--- config.mk ---
export PLATFORM = sky130hd
export DESIGN_NAME = l2_cache_nway_control
export DESIGN_NICKNAME = d
export VERILOG_FILES = /design/src/rtl/l2_cache_pkg.sv /design/src/rtl/l2_cache_nway_control_plru.sv /design/src/rtl/l2_cache_nway_control.sv
export SDC_FILE = /design/constraint.sdc
export NUM_CORES = 1
export LEC_CHECK = 0
export CAP_MARGIN = 20
export CORE_ASPECT_RATIO = 0.7
export CORE_MARGIN = 2
export CORE_UTILIZATION = 55
export DETAILED_ROUTE_END_ITERATION = 10
export PLACE_DENSITY = 0.88
export RECOVER_POWER = 50
export SLEW_MARGIN = 0
export SYNTH_ARGS = -nofsm -noshare
export SYNTH_HDL_FRONTEND = slang
export SYNTH_SLANG_ARGS = --single-unit
--- constraint.sdc ---
create_clock -name clk -period 3.9 [get_ports clk]
set_input_delay 0.78 -clock clk [delete_from_list [all_inputs] [get_ports clk]]
set_output_delay 0.78 -clock clk [all_outputs]
set_load 0.05 [all_outputs]
--- src/rtl/l2_cache_pkg.sv ---
// Shared types and helpers for the N-way L2 cache controller.
package l2_cache_pkg;

  // Controller states
  typedef enum logic [1:0] {
    ST_IDLE      = 2'd0,
    ST_WRITEBACK = 2'd1,
    ST_FILL      = 2'd2,
    ST_RESP      = 2'd3
  } state_t;

  // pmem address mux encodings
  localparam logic [1:0] ADDR_REQ = 2'b00;  // address of the current request
  localparam logic [1:0] ADDR_WB  = 2'b01;  // victim tag + set_idx

  // Widest associativity the one-hot helper supports
  localparam int MAX_WAYS = 64;

  // One-hot vector of a way index; callers size-cast down to WAYS bits
  function automatic logic [MAX_WAYS-1:0] way_onehot(input int unsigned way);
    logic [MAX_WAYS-1:0] v;
    v = {MAX_WAYS{1'b0}};
    if (way < MAX_WAYS) begin
      v[way] = 1'b1;
    end else begin
      v = {MAX_WAYS{1'b0}};
    end
    return v;
  endfunction

endpackage

--- src/rtl/l2_cache_nway_control_plru.sv ---
// Combinational tree-PLRU: next-state bits for an access and the current victim.
// Node n (1-based heap order) is stored at bit n-1. A bit value of 0 points the
// victim search to the lower-index subtree, 1 to the upper-index subtree.
module plru_tree #(
  parameter int WAYS  = 4,
  parameter int WAY_W = $clog2(WAYS)
) (
  input  logic [WAYS-2:0]  bits,
  input  logic [WAY_W-1:0] access_way,
  output logic [WAYS-2:0]  next_bits,
  output logic [WAY_W-1:0] victim
);

  // Each node on the accessed path is flipped to point away from the access
  always_comb begin
    next_bits = bits;
    for (int d = 0; d < WAY_W; d++) begin
      for (int n = (32'sd1 << d); n < (32'sd2 << d); n++) begin
        if (int'(access_way >> (WAY_W - d)) == n - (32'sd1 << d)) begin
          next_bits[n-1] = ~access_way[WAY_W-1-d];
        end else begin
          next_bits[n-1] = bits[n-1];
        end
      end
    end
  end

  // Victim: walk the pointers from the root, one way-index bit per level
  always_comb begin : victim_walk
    logic [WAY_W-1:0] vic;
    vic = {WAY_W{1'b0}};
    for (int d = 0; d < WAY_W; d++) begin
      for (int n = (32'sd1 << d); n < (32'sd2 << d); n++) begin
        vic[WAY_W-1-d] = (int'(vic >> (WAY_W - d)) == n - (32'sd1 << d)) ?
                         bits[n-1] : vic[WAY_W-1-d];
      end
    end
    victim = vic;
  end

endmodule

--- src/rtl/l2_cache_nway_control.sv ---
// Write-back, write-allocate N-way L2 cache controller with per-set tree-PLRU
// replacement and saturating hit/miss/writeback counters.
module l2_cache_nway_control
  import l2_cache_pkg::*;
#(
  parameter int WAYS  = 4,
  parameter int SETS  = 8,
  parameter int CNT_W = 16,
  parameter int WAY_W = $clog2(WAYS),
  parameter int IDX_W = $clog2(SETS)
) (
  input  logic             clk,
  input  logic             rst,
  input  logic             mem_read,
  input  logic             mem_write,
  input  logic [IDX_W-1:0] set_idx,
  input  logic [WAYS-1:0]  hit_vec,
  input  logic [WAYS-1:0]  valid_vec,
  input  logic [WAYS-1:0]  dirty_vec,
  input  logic             pmem_resp,
  output logic [WAYS-1:0]  ld_data,
  output logic [WAYS-1:0]  ld_tag,
  output logic [WAYS-1:0]  ld_valid,
  output logic [WAYS-1:0]  ld_dirty,
  output logic             dirty_in,
  output logic             fill_sel,
  output logic [WAY_W-1:0] way_sel,
  output logic [1:0]       addr_sel,
  output logic             pmem_read,
  output logic             pmem_write,
  output logic             mem_resp,
  output logic [CNT_W-1:0] hit_count,
  output logic [CNT_W-1:0] miss_count,
  output logic [CNT_W-1:0] wb_count
);

  typedef logic [WAYS-1:0] oh_t;

  state_t           state_r, state_nx_s;
  logic [WAY_W-1:0] target_r, target_nx_s;       // victim on a miss, hit way on a write hit
  logic             fill_pend_r, fill_pend_nx_s; // RESP follows a read fill
  logic [WAYS-2:0]  plru_r [SETS];
  logic [CNT_W-1:0] hit_cnt_r, miss_cnt_r, wb_cnt_r;

  logic [WAY_W-1:0] hit_way_s, inv_way_s, plru_victim_s, victim_pick_s, access_s;
  logic             hit_any_s, inv_any_s;
  logic [WAYS-2:0]  plru_cur_s, plru_next_s;
  oh_t              tgt_oh_s, hit_oh_s;
  logic             plru_we_s, hit_inc_s, miss_inc_s, wb_inc_s;

  function automatic logic [CNT_W-1:0] sat_inc(input logic [CNT_W-1:0] v, input logic en);
    return (en && (v != {CNT_W{1'b1}})) ? v + CNT_W'(1'b1) : v;
  endfunction

  // Lowest-index hit way and lowest-index invalid way of the addressed set
  always_comb begin
    hit_way_s = {WAY_W{1'b0}};
    inv_way_s = {WAY_W{1'b0}};
    for (int w = WAYS - 1; w >= 0; w--) begin
      hit_way_s = hit_vec[w]   ? WAY_W'(w) : hit_way_s;
      inv_way_s = valid_vec[w] ? inv_way_s : WAY_W'(w);
    end
  end

  assign hit_any_s     = |hit_vec;
  assign inv_any_s     = ~&valid_vec;
  assign plru_cur_s    = plru_r[set_idx];
  assign access_s      = (state_r == ST_RESP) ? target_r : hit_way_s;
  assign victim_pick_s = inv_any_s ? inv_way_s : plru_victim_s;
  assign tgt_oh_s      = oh_t'(way_onehot(32'(target_r)));
  assign hit_oh_s      = oh_t'(way_onehot(32'(hit_way_s)));

  plru_tree #(.WAYS(WAYS), .WAY_W(WAY_W)) u_plru (
    .bits       (plru_cur_s),
    .access_way (access_s),
    .next_bits  (plru_next_s),
    .victim     (plru_victim_s)
  );

  // State decode: array strobes, pmem handshake, next state and update enables
  always_comb begin
    ld_data        = {WAYS{1'b0}};
    ld_tag         = {WAYS{1'b0}};
    ld_valid       = {WAYS{1'b0}};
    ld_dirty       = {WAYS{1'b0}};
    dirty_in       = 1'b0;
    fill_sel       = 1'b0;
    way_sel        = {WAY_W{1'b0}};
    addr_sel       = ADDR_REQ;
    pmem_read      = 1'b0;
    pmem_write     = 1'b0;
    mem_resp       = 1'b0;
    state_nx_s     = state_r;
    target_nx_s    = target_r;
    fill_pend_nx_s = fill_pend_r;
    plru_we_s      = 1'b0;
    hit_inc_s      = 1'b0;
    miss_inc_s     = 1'b0;
    wb_inc_s       = 1'b0;
    if (rst) begin
      state_nx_s = ST_IDLE;
    end else begin
      case (state_r)
        ST_IDLE: begin
          if (mem_write && hit_any_s) begin
            ld_data        = hit_oh_s;
            ld_dirty       = hit_oh_s;
            dirty_in       = 1'b1;
            way_sel        = hit_way_s;
            plru_we_s      = 1'b1;
            hit_inc_s      = 1'b1;
            target_nx_s    = hit_way_s;
            fill_pend_nx_s = 1'b0;
            state_nx_s     = ST_RESP;
          end else if (mem_read && hit_any_s) begin
            mem_resp  = 1'b1;
            way_sel   = hit_way_s;
            plru_we_s = 1'b1;
            hit_inc_s = 1'b1;
          end else if (mem_read || mem_write) begin
            miss_inc_s  = 1'b1;
            target_nx_s = victim_pick_s;
            state_nx_s  = (valid_vec[victim_pick_s] && dirty_vec[victim_pick_s]) ?
                          ST_WRITEBACK : ST_FILL;
          end else begin
            state_nx_s = ST_IDLE;
          end
        end
        ST_WRITEBACK: begin
          pmem_write = 1'b1;
          addr_sel   = ADDR_WB;
          way_sel    = target_r;
          if (pmem_resp) begin
            ld_dirty   = tgt_oh_s;
            wb_inc_s   = 1'b1;
            state_nx_s = ST_FILL;
          end else begin
            state_nx_s = ST_WRITEBACK;
          end
        end
        ST_FILL: begin
          pmem_read = 1'b1;
          addr_sel  = ADDR_REQ;
          fill_sel  = 1'b1;
          way_sel   = target_r;
          if (pmem_resp) begin
            ld_data  = tgt_oh_s;
            ld_tag   = tgt_oh_s;
            ld_valid = tgt_oh_s;
            ld_dirty = tgt_oh_s;
            // A write re-enters IDLE and completes there as a write hit
            fill_pend_nx_s = ~mem_write;
            state_nx_s     = mem_write ? ST_IDLE : ST_RESP;
          end else begin
            state_nx_s = ST_FILL;
          end
        end
        ST_RESP: begin
          mem_resp       = 1'b1;
          way_sel        = target_r;
          plru_we_s      = fill_pend_r;
          fill_pend_nx_s = 1'b0;
          state_nx_s     = ST_IDLE;
        end
        default: begin
          state_nx_s = ST_IDLE;
        end
      endcase
    end
  end

  // State, latched way, PLRU array and counters
  always_ff @(posedge clk) begin
    if (rst) begin
      state_r     <= ST_IDLE;
      target_r    <= {WAY_W{1'b0}};
      fill_pend_r <= 1'b0;
      hit_cnt_r   <= {CNT_W{1'b0}};
      miss_cnt_r  <= {CNT_W{1'b0}};
      wb_cnt_r    <= {CNT_W{1'b0}};
      for (int s = 0; s < SETS; s++) begin
        plru_r[s] <= {(WAYS-1){1'b0}};
      end
    end else begin
      state_r     <= state_nx_s;
      target_r    <= target_nx_s;
      fill_pend_r <= fill_pend_nx_s;
      hit_cnt_r   <= sat_inc(hit_cnt_r, hit_inc_s);
      miss_cnt_r  <= sat_inc(miss_cnt_r, miss_inc_s);
      wb_cnt_r    <= sat_inc(wb_cnt_r, wb_inc_s);
      if (plru_we_s) begin
        plru_r[set_idx] <= plru_next_s;
      end
    end
  end

  assign hit_count  = hit_cnt_r;
  assign miss_count = miss_cnt_r;
  assign wb_count   = wb_cnt_r;

endmodule

# After elaboration in Yosys (flattened, before gate mapping)
# Memory sizes are Yosys's and may differ from the RTL's.
# Index checks and enable logic that the tools add are counted.
totals:
  ff_bits: 53
  mem_bits_rw: 24
  input_bits: 20
  out_inout_bits: 73
  elab_cells: 131
  mem_count: 1
op_classes:
  addsub: 3
  n_lt_le_gt_ge: 5
  n_eq_ne: 10
  n_mux: 82
  bitwise: 3
  n_reduce_logical: 21
mem_list:
  columns: ["memory", "depth", "word_bits", "rd", "rd_ports_with_merged_regs", "write_ports", "line_no", "rtl"]
  rows:
  - ["plru_r", 8, 3, 1, 0, 8, "l2_cache_nway_control.sv:42", "logic [WAYS-2:0] plru_r [SETS];"]
op_table:
  columns: ["cell", "count"]
  rows:
  - ["$logic_not 32->1", 2]
  - ["$add 16x1->16 const B", 3]
  - ["$ne 16x16->1 const B", 3]
  - ["$mux 2", 23]
  - ["$mux 1", 40]
  - ["$mux 4", 6]
  - ["$pmux 4 s2", 2]
  - ["$lt 2x7->1 const B", 2]
  - ["$logic_and 1x1->1", 8]
  - ["$pmux 2 s4", 1]
  - ["$mux 3", 2]
  - ["$ne 2x2->1 const B", 3]
  - ["$reduce_and 3->1", 2]
  - ["$reduce_or 3->1", 2]
  - ["$bmux 1 s2", 2]
  - ["$demux 1 s2", 2]
  - ["$eq 2x2->1 const B", 2]
  - ["$ge 2x1->1 const B", 2]
  - ["$pmux 1 s2", 2]
  - ["$pmux 2 s2", 1]
  - ["$reduce_and 4->1", 1]
  - ["$reduce_or 4->1", 1]
  - ["$lt 2x3->1 const B", 1]
  - ["$ne 3x3->1 const B", 1]
  - ["other kinds (8)", 10]

# Logic depth before layout (Yosys ltp)
# Gate-level depths: netlist (run 1).
depth:
  word_depth: 13
  ltp_mapped: 10
  mapped_depth_nobuf: 8

# Cells and area by module
# Synthesis (run 1) repeated with hierarchy kept, for this count alone.
hier_totals:
  cells_unflattened: 521
  area_unflattened_um2: 4365.4
modules_own_cells:
  columns: ["module", "n_inst", "cells_per_inst", "area_per_inst_um2", "seq_area_each_um2"]
  rows:
  - ["l2_cache_nway_control", 1, 514, 4321.6, 1781.7]
  - ["plru_tree", 1, 7, 43.8, 0.0]

# Worst setup path after synthesis (run 1)
# Ideal clock, no wire load.
synth_path:
  kind: "input port to output port"
  from: "in rst"
  to: "out ld_data[2]"
  t_arrival_ns: 3.421
  required_time_ns: 3.120
  path_slack_ns: -0.301
  cell_stages: 4
  n_path_buf: 0
  path_cell_list: "nor2b_1 nand2_1 nor3_1 or2_2"
synth_between:
  elab_chain_cells: 1
synth_lines:
  columns: ["item", "line_no", "rtl"]
  rows:
  - ["start: declaration", "l2_cache_nway_control.sv:13", "input logic rst,"]
  - ["$mux 4", "l2_cache_nway_control.sv:100", "if (rst) begin"]
  - ["end: declaration", "l2_cache_nway_control.sv:21", "output logic [WAYS-1:0] ld_data,"]
# No other way between the ends.

# Worst setup path after layout (run 1)
layout_path:
  from: "in hit_vec[1]"
  to: "out ld_data[2]"
layout_between:
  elab_chain_cells: 9
  word_cells_on_any_way: 12
  classes_between: "2 x order compare; 7 x mux; 3 x reduce/logical"
layout_lines:
  columns: ["item", "line_no", "rtl"]
  rows:
  - ["start: declaration", "l2_cache_nway_control.sv:17", "input logic [WAYS-1:0] hit_vec,"]
  - ["$mux 2 (2 in series)", "l2_cache_nway_control.sv:60", "hit_way_s = hit_vec[w] ? WAY_W'(w) : hit_way_s;"]
  - ["$lt 2x7->1 (not written as such) or $ge 2x1->1 (tied branches)", "l2_cache_pkg.sv:24", "v[way] = 1'b1;"]
  - ["$logic_and 1x1->1 (not written as such)", "l2_cache_pkg.sv:24", null]
  - ["$mux 1 (not written as such)", "l2_cache_pkg.sv:24", null]
  - ["$demux 1 s2", "l2_cache_pkg.sv:24", null]
  - ["$mux 4 (*)", "l2_cache_nway_control.sv:105", "if (mem_write && hit_any_s) begin"]
  - ["$pmux 4 s2 (*)", "l2_cache_nway_control.sv:103", "case (state_r)"]
  - ["$mux 4 (*)", "l2_cache_nway_control.sv:100", null]
# Mark *: on every way between the ends. The rest lies on a longest branch, timed or not.

==> results of run 1 <==
## per-stage QoR
step,area [sq um],std cells,util [%],power (mW)
floorplan,4257,465,-,1.119
global route,5356,650,72.53,1.905
detailed placement,5190,634,70.28,1.225
finish,5356,650,72.53,1.828
global placement,5190,634,70.28,1.215
CTS,5398,650,73.09,1.841
## worst reg2reg max path, delay by kind of cell, from the launching register on
family	cells	cell delay, ns
AND/OR/NAND/NOR	4	0.86
adder cells (fa/ha/maj)	1	0.20
AO/OA/AOI/OAI	1	0.98
XOR/XNOR	1	0.21
flip-flops	1	0.42
## how the worst max path moves through the flow
| stage | to | slack, ns | cells after the start |
|---|---|---|---|
| final | ld_data[2] | 0.22 | 7 |
| after global routing | ld_data[2] | 0.16 | 7 |
| after CTS | ld_data[2] | 0.29 | 7 |
| after detailed placement | ld_data[2] | 0.30 | 7 |
| after global placement | dirty_in | 0.33 | 4 |
| after floorplan | ld_data[2] | 0.18 | 4 |
## power breakdown
group / internal [mW] / total [mW] / switching, mW
Clock: 0.332 / 0.620 / 0.288
Combinational: 0.128 / 0.340 / 0.212
Sequential: 0.848 / 0.868 / 0.0201
Total: 1.31 / 1.83 / 0.520
## final cells by class
type                            count  area (sq um)  area share, %
Tap cell                           98         122.6          2.289
Multi-Input combinational cell    350          2246          41.93
Inverter                           11         41.29         0.7708
Clock inverter                      6         58.81          1.098
Sequential cell                    77          1782          33.26
Timing Repair Buffer               98         957.2          17.87
Clock buffer                       10         148.9          2.780
## cells by family (layout without fill, tap and decap cells)
logic type | Yosys count | after routing | synth area share [%]
mux | 17 | 17 | 6.121
compound gates | 43 | 43 | 7.858
other cells | 1 | 1 | 0.08820
simple gates | 238 | 238 | 28.22
xor+xnor | 42 | 42 | 8.652
fa+ha+maj | 9 | 9 | 2.649
buf+inv | 38 | 125 | 4.503
flops | 77 | 77 | 41.91
## registers in the layout (all words and copies together), names as in the netlist
signal,cells
plru_r,24
hit_count,16
miss_count,16
wb_count,16
state_r,2
target_r,2
fill_pend_r,1
## placed cells by master, fill, tap and decap left out, types with 6 or more instances in the layout
cell and n:
dfxtp_1 53, xor2_1 23, nor2_1 88, nand4_1 16
a21oi_1 11, nand2_1 37, buf_4 13, ha_1 9
nand2b_1 11, nand3_1 23, xnor2_1 19, dlygate4sd3_1 51
edfxtp_1 24, nor3_1 17, inv_1 11, mux2i_1 8
clkdlybuf4s50_1 30, nor2b_1 10, nor4_1 6, and3_1 7
mux4_2 6, clkbuf_8 9
## metal layers
metal  up-vias  part of all wire (%)
met1      1786                    43
met3        17                   8.9
met4         0                   1.2
li1       1795                     -
met5         -                     0
met2       178                    47
==> impl_metrics.py, run 1 <==
metrics = {
    "status": {
        "status": "finished clean",
    },
    "placed_design": {
        "gp_congestion": 0.9187,
        "numPortBuffers": 91,
        "place_hpwl_mm": 7.818,
        "place_ws_ns": 0.3016,
    },
    "worst_setup_path": {
        "cp_cell_sequence": "dlygate4sd3_1 > or4_4 > and2_1 > nand3_1 > nor3_1 > or2_2 > buf_4",
        "r2r_start": "wb_count[0]$_SDFFE_PP0P_",
        "cp_max_fo": 7,
        "worstRegToRegCells": 7,
        "cp.required_ns": 3.12,
        "crit_buf_inv": 2,
        "cpPeakStageDelay_ns": 0.63,
        "critPathKind": "in -> out",
        "critPathArrivalTime_ns": 2.90,
        "crit_family": "simple AND/OR/NAND/NOR gates",
        "cp-end-kind": "output pin",
        "cp_slowest_cell": "dlygate4sd3_1",
        "timing.critical_path.from": "hit_vec[1]",
        "reg2reg_to": "wb_count[14]$_SDFFE_PP0P_",
        "r2r_slack_ns": 1.09,
        "cp-start-kind": "input port",
    },
    "flow_run": {
        "max-cap-violations": 0,
    },
    "drt": {
        "via_per_inst": 5.809,
        "drt_iter0_drc": 257,
        "wl_mm": 10.37,
        "wl_per_cell_um": 15.96,
        "vias": 3776,
        "post-route-drc-count": 0,
        "drtAntennaViolNets": 0,
        "dr.pass1.iters": 5,
    },
    "timing": {
        "hold_violations": 0,
        "post-route-min-period_ns": 3.676,
        "fin_crit_sh_pct": 94.25,
        "clock_skew_ns": 0.009399,
        "worstMarginPinSlew_ns": 1.231,
        "whs_ns": 0.5063,
        "setup_ws_ns": 0.2244,
        "fmax_mhz": 272.1,
        "setup-violations-final": 0,
        "final_max_slew_viol_count": 0,
        "setup_tns_ns": 0,
        "rsz0062_at_grt": "false",
        "relSlewSlack_pct": 17.04,
    },
    "finish": {
        "drive_gt1_share_pct": 9.601,
        "final_nets": 576,
        "syn_to_final_growth_pct": 25.99,
        "fill_cells": 560,
        "antennaDiodeCount": 0,
    },
    "logic_synthesis": {
        "synthTopCellsByArea": "dfxtp_1, edfxtp_1, nor2_1, xor2_1, xnor2_1",
        "async_flop_share_pct": 0,
        "synth_nets": 494,
        "ys_ff_latch": 77,
        "avgSynthCellArea_sq_um": 9.143,
        "synth_edf_count": 24,
        "synthesis.area_sq_um": 4252,
        "synth_top_area_share_pct": 24.96,
        "yosysMostFrequentCell": "nor2_1",
        "synth_ff_type": "dfxtp_1",
        "yosys_warnings": 0,
        "ys_types": 63,
        "yosys-top-cells-count": "nor2_1, dfxtp_1, nand2_1, edfxtp_1",
        "yosys.area.top_type": "dfxtp_1",
        "syn_inst": 465,
        "ys_seq_area_share_pct": 41.91,
    },
    "floorplan": {
        "die_w_um": 109.1,
        "die_area_sq_um": 8461,
        "coreArea_sq_um": 7385,
        "die_y_um": 77.56,
        "num_rows": 26,
        "start_util_pct": 57.57,
        "pin_count": 93,
    },
    "clocking": {
        "clk_transition_reported_paths_ns": 0.08,
        "post_cts_buffers": 0,
        "numCtsBuffers": 9,
        "cts.sinks": 77,
        "cts_tree": "yes",
        "cts-resized-gates": 0,
        "cts-root-buf": "clkbuf_8",
        "htree_levels": 3,
        "clk_latency_ns": 0.34,
        "cts_buffer_depth": 2,
        "cts.hold.buffers_added": 0,
    },
    "grt": {
        "grt_overflow": 0,
        "use_met1_pct": 35.12,
        "antenna_found_initial": 0,
        "busiest_layer": "met2",
        "use_met3_pct": 6.050,
        "grt_pass1_wl_mm": 17.08,
        "first_global_vias": 3577,
        "grt_use_met2_pct": 40.81,
        "grtUsageTotal_pct": 25.61,
        "grt_max_degree": 52,
    },
    "power_and_ir_drop": {
        "power_density_nw_per_um2": 341.3,
        "leakagePower_nw": 2.082,
        "irDropWorstVdd_mv": 0.1783,
    },
    "min_path": {
        "hp-start": "fill_pend_r$_SDFFE_PP0P_",
        "hold_class": "reg -> reg",
        "hold_depth": 2,
        "hold_end": "fill_pend_r$_SDFFE_PP0P_",
    },
}
(Power assumes the default switching activity.)
==> run 2: changes to the inputs <==
--- a/config.mk
+++ b/config.mk
@@ -9,7 +9,9 @@
 export CORE_ASPECT_RATIO = 0.7
 export CORE_MARGIN = 2
 export CORE_UTILIZATION = 55
+export CTS_BUF_LIST = sky130_fd_sc_hd__clkbuf_8
 export DETAILED_ROUTE_END_ITERATION = 10
+export MAX_ROUTING_LAYER = met4
 export PLACE_DENSITY = 0.88
 export RECOVER_POWER = 50
 export SLEW_MARGIN = 0
==> run 2 against run 1 <==
Against the previous run: final cell count is the same; total power is 4.3% lower; setup slack worse by 0.021 ns; utilization shrank 0.47 points; sequential power is essentially flat; critical path type unchanged; highest routed layer unchanged.
==> impl_metrics.py, run 2 (synthesized netlist as in run 1, its figures left out) <==
metrics = {
    "grt": {
        "grt_max_degree": 52,
        "grt_pass1_wl_mm": 16.72,
        "first_global_vias": 3500,
        "antenna_found_initial": 0,
        "grtUsageTotal_pct": 25.82,
        "grt_overflow": 0,
    },
    "worst_setup_path": {
        "cpPeakStageDelay_ns": 0.64,
        "r2r_start": "wb_count[3]$_SDFFE_PP0P_",
        "cp.required_ns": 3.12,
        "worstRegToRegCells": 6,
        "crit_buf_inv": 2,
        "cp.depth": 7,
        "cp-end-kind": "output pin",
        "critPathKind": "in -> out",
        "critPathArrivalTime_ns": 2.92,
        "reg2reg_to": "wb_count[14]$_SDFFE_PP0P_",
        "cp_slowest_cell": "dlygate4sd3_1",
        "crit_family": "simple AND/OR/NAND/NOR gates",
        "r2r_slack_ns": 1.12,
        "cp_max_fo": 7,
        "cp_cell_sequence": "dlygate4sd3_1 > or4_4 > and2_1 > nand3_1 > nor3_1 > or2_2 > buf_4",
        "cp-start-kind": "input port",
    },
    "timing": {
        "final_max_slew_viol_count": 0,
        "hold_violations": 0,
        "fmax_mhz": 270.5,
        "clock_skew_ns": 0.01128,
        "post-route-min-period_ns": 3.697,
        "setup-violations-final": 0,
        "whs_ns": 0.5187,
        "fin_crit_sh_pct": 94.79,
        "worstMarginPinSlew_ns": 1.208,
        "relSlewSlack_pct": 18.63,
        "rsz0062_at_grt": "false",
        "setup_tns_ns": 0,
    },
    "floorplan": {
        "die_y_um": 77.56,
        "pin_count": 93,
        "num_rows": 26,
        "die_w_um": 109.1,
        "coreArea_sq_um": 7385,
        "start_util_pct": 57.57,
        "die_area_sq_um": 8461,
    },
    "drt": {
        "drtAntennaViolNets": 0,
        "wl_per_cell_um": 15.98,
        "drt_iter0_drc": 245,
        "vias": 3794,
        "via_per_inst": 5.837,
        "dr.pass1.iters": 5,
        "wl_mm": 10.39,
        "post-route-drc-count": 0,
    },
    "finish": {
        "syn_to_final_growth_pct": 25.16,
        "utilization_pct": 72.06,
        "antennaDiodeCount": 0,
        "final_common_cell": "nor2_1",
        "largest_reg_flops": 24,
        "final_nets": 576,
        "layout_common_cells": "nor2_1, dfxtp_1, dlygate4sd3_1",
        "drive_gt1_share_pct": 9.601,
        "largest_register": "plru_r",
        "fill_cells": 536,
    },
    "clocking": {
        "htree_levels": 3,
        "clk_transition_reported_paths_ns": 0.08,
        "cts_tree": "yes",
        "cts_buffer_depth": 2,
        "cts-resized-gates": 0,
        "clk_latency_ns": 0.36,
        "numCtsBuffers": 9,
        "cts-root-buf": "clkbuf_8",
        "post_cts_buffers": 0,
        "cts.hold.buffers_added": 0,
        "cts.sinks": 77,
    },
    "placed_design": {
        "numPortBuffers": 91,
        "place_hpwl_mm": 7.636,
        "gp_congestion": 0.9339,
    },
    "min_path": {
        "hold_depth": 2,
        "hp-start": "fill_pend_r$_SDFFE_PP0P_",
        "hold_end": "fill_pend_r$_SDFFE_PP0P_",
        "hold_class": "reg -> reg",
    },
    "power_and_ir_drop": {
        "leakagePower_nw": 2.053,
        "power_density_nw_per_um2": 328.8,
        "irDropWorstVdd_mv": 0.1682,
    },
    "flow_run": {
        "max-cap-violations": 0,
    },
    "status": {
        "status": "finished clean",
    },
}
-- run 2: cell count changes in the layout (fill, tap and decap cells not counted), sizes merged --
cell           previous run  this run
clkinvlp                  0         3
inv                      12        14
clkinv                    4         1
dlygate4sd3              51        52
bufinv                    1         0
clkbuf                   11        10
clkdlybuf4s50            30        29
-- run 2: stage by stage --
stage	total power [mW]	instances	setup WS (ns)	cell area, sq um
2_1_floorplan	1.119	465	0.1801	4257
3_3_place_gp	1.215	634	0.3287	5190
3_5_place_dp	1.225	634	0.2820	5190
4_1_cts	1.753	650	0.2726	5363
5_1_grt	1.814	650	0.1152	5321
6_report	1.749	650	0.2032	5321
-- run 2: how the worst max path moves through the flow --
stage	from	to	slack [ns]
floorplan	rst	ld_data[2]	0.18
global placement	hit_vec[1]	ld_data[2]	0.33
detailed placement	hit_vec[1]	ld_data[2]	0.28
CTS	hit_vec[1]	ld_data[2]	0.27
global route	pmem_resp	ld_data[0]	0.12
finish	hit_vec[1]	ld_data[2]	0.20
-- run 2: cell type report --
class | instances | area, sq um | area share, %
inverter | 11 | 41.29 | 0.7759
clock buffer | 9 | 123.9 | 2.328
sequential | 77 | 1782 | 33.48
multi-input combinational | 350 | 2246 | 42.21
tap | 98 | 122.6 | 2.304
clock inverter | 7 | 48.80 | 0.9170
timing repair buffer | 98 | 957.2 | 17.99
-- run 2: where the power goes --
group	internal (mW)	total, mW	switching [mW]
Clock	0.232	0.541	0.309
Combinational	0.128	0.341	0.213
Sequential	0.848	0.868	0.0198
Total	1.21	1.75	0.542
-- run 2: tightest hold or removal path: stages (launching register included) --
cell and delay (ns):
dfxtp_1 0.34, mux2i_1 0.07, nor2_1 0.08
-- run 2: per-layer routing --
| metal | share of wire, % | vias up | track usage [%] |
|---|---|---|---|
| met2 | 45 | 174 | 39.38 |
| met1 | 45 | 1817 | 34.44 |
| met5 | 0 | - | - |
| li1 | - | 1786 | - |
| met4 | 1.3 | 0 | 5.769 |
| met3 | 8.5 | 17 | 7.143 |
==> run 3: changes to the inputs <==
--- a/config.mk
+++ b/config.mk
@@ -5,6 +5,7 @@
 export SDC_FILE = /design/constraint.sdc
 export NUM_CORES = 1
 export LEC_CHECK = 0
+export ABC_CLOCK_PERIOD_IN_PS = 3900
 export CAP_MARGIN = 20
 export CORE_ASPECT_RATIO = 0.7
 export CORE_MARGIN = 2
==> results of run 3 <==
Same layout as run 2: the final DEF is identical, and so are final timing and power.
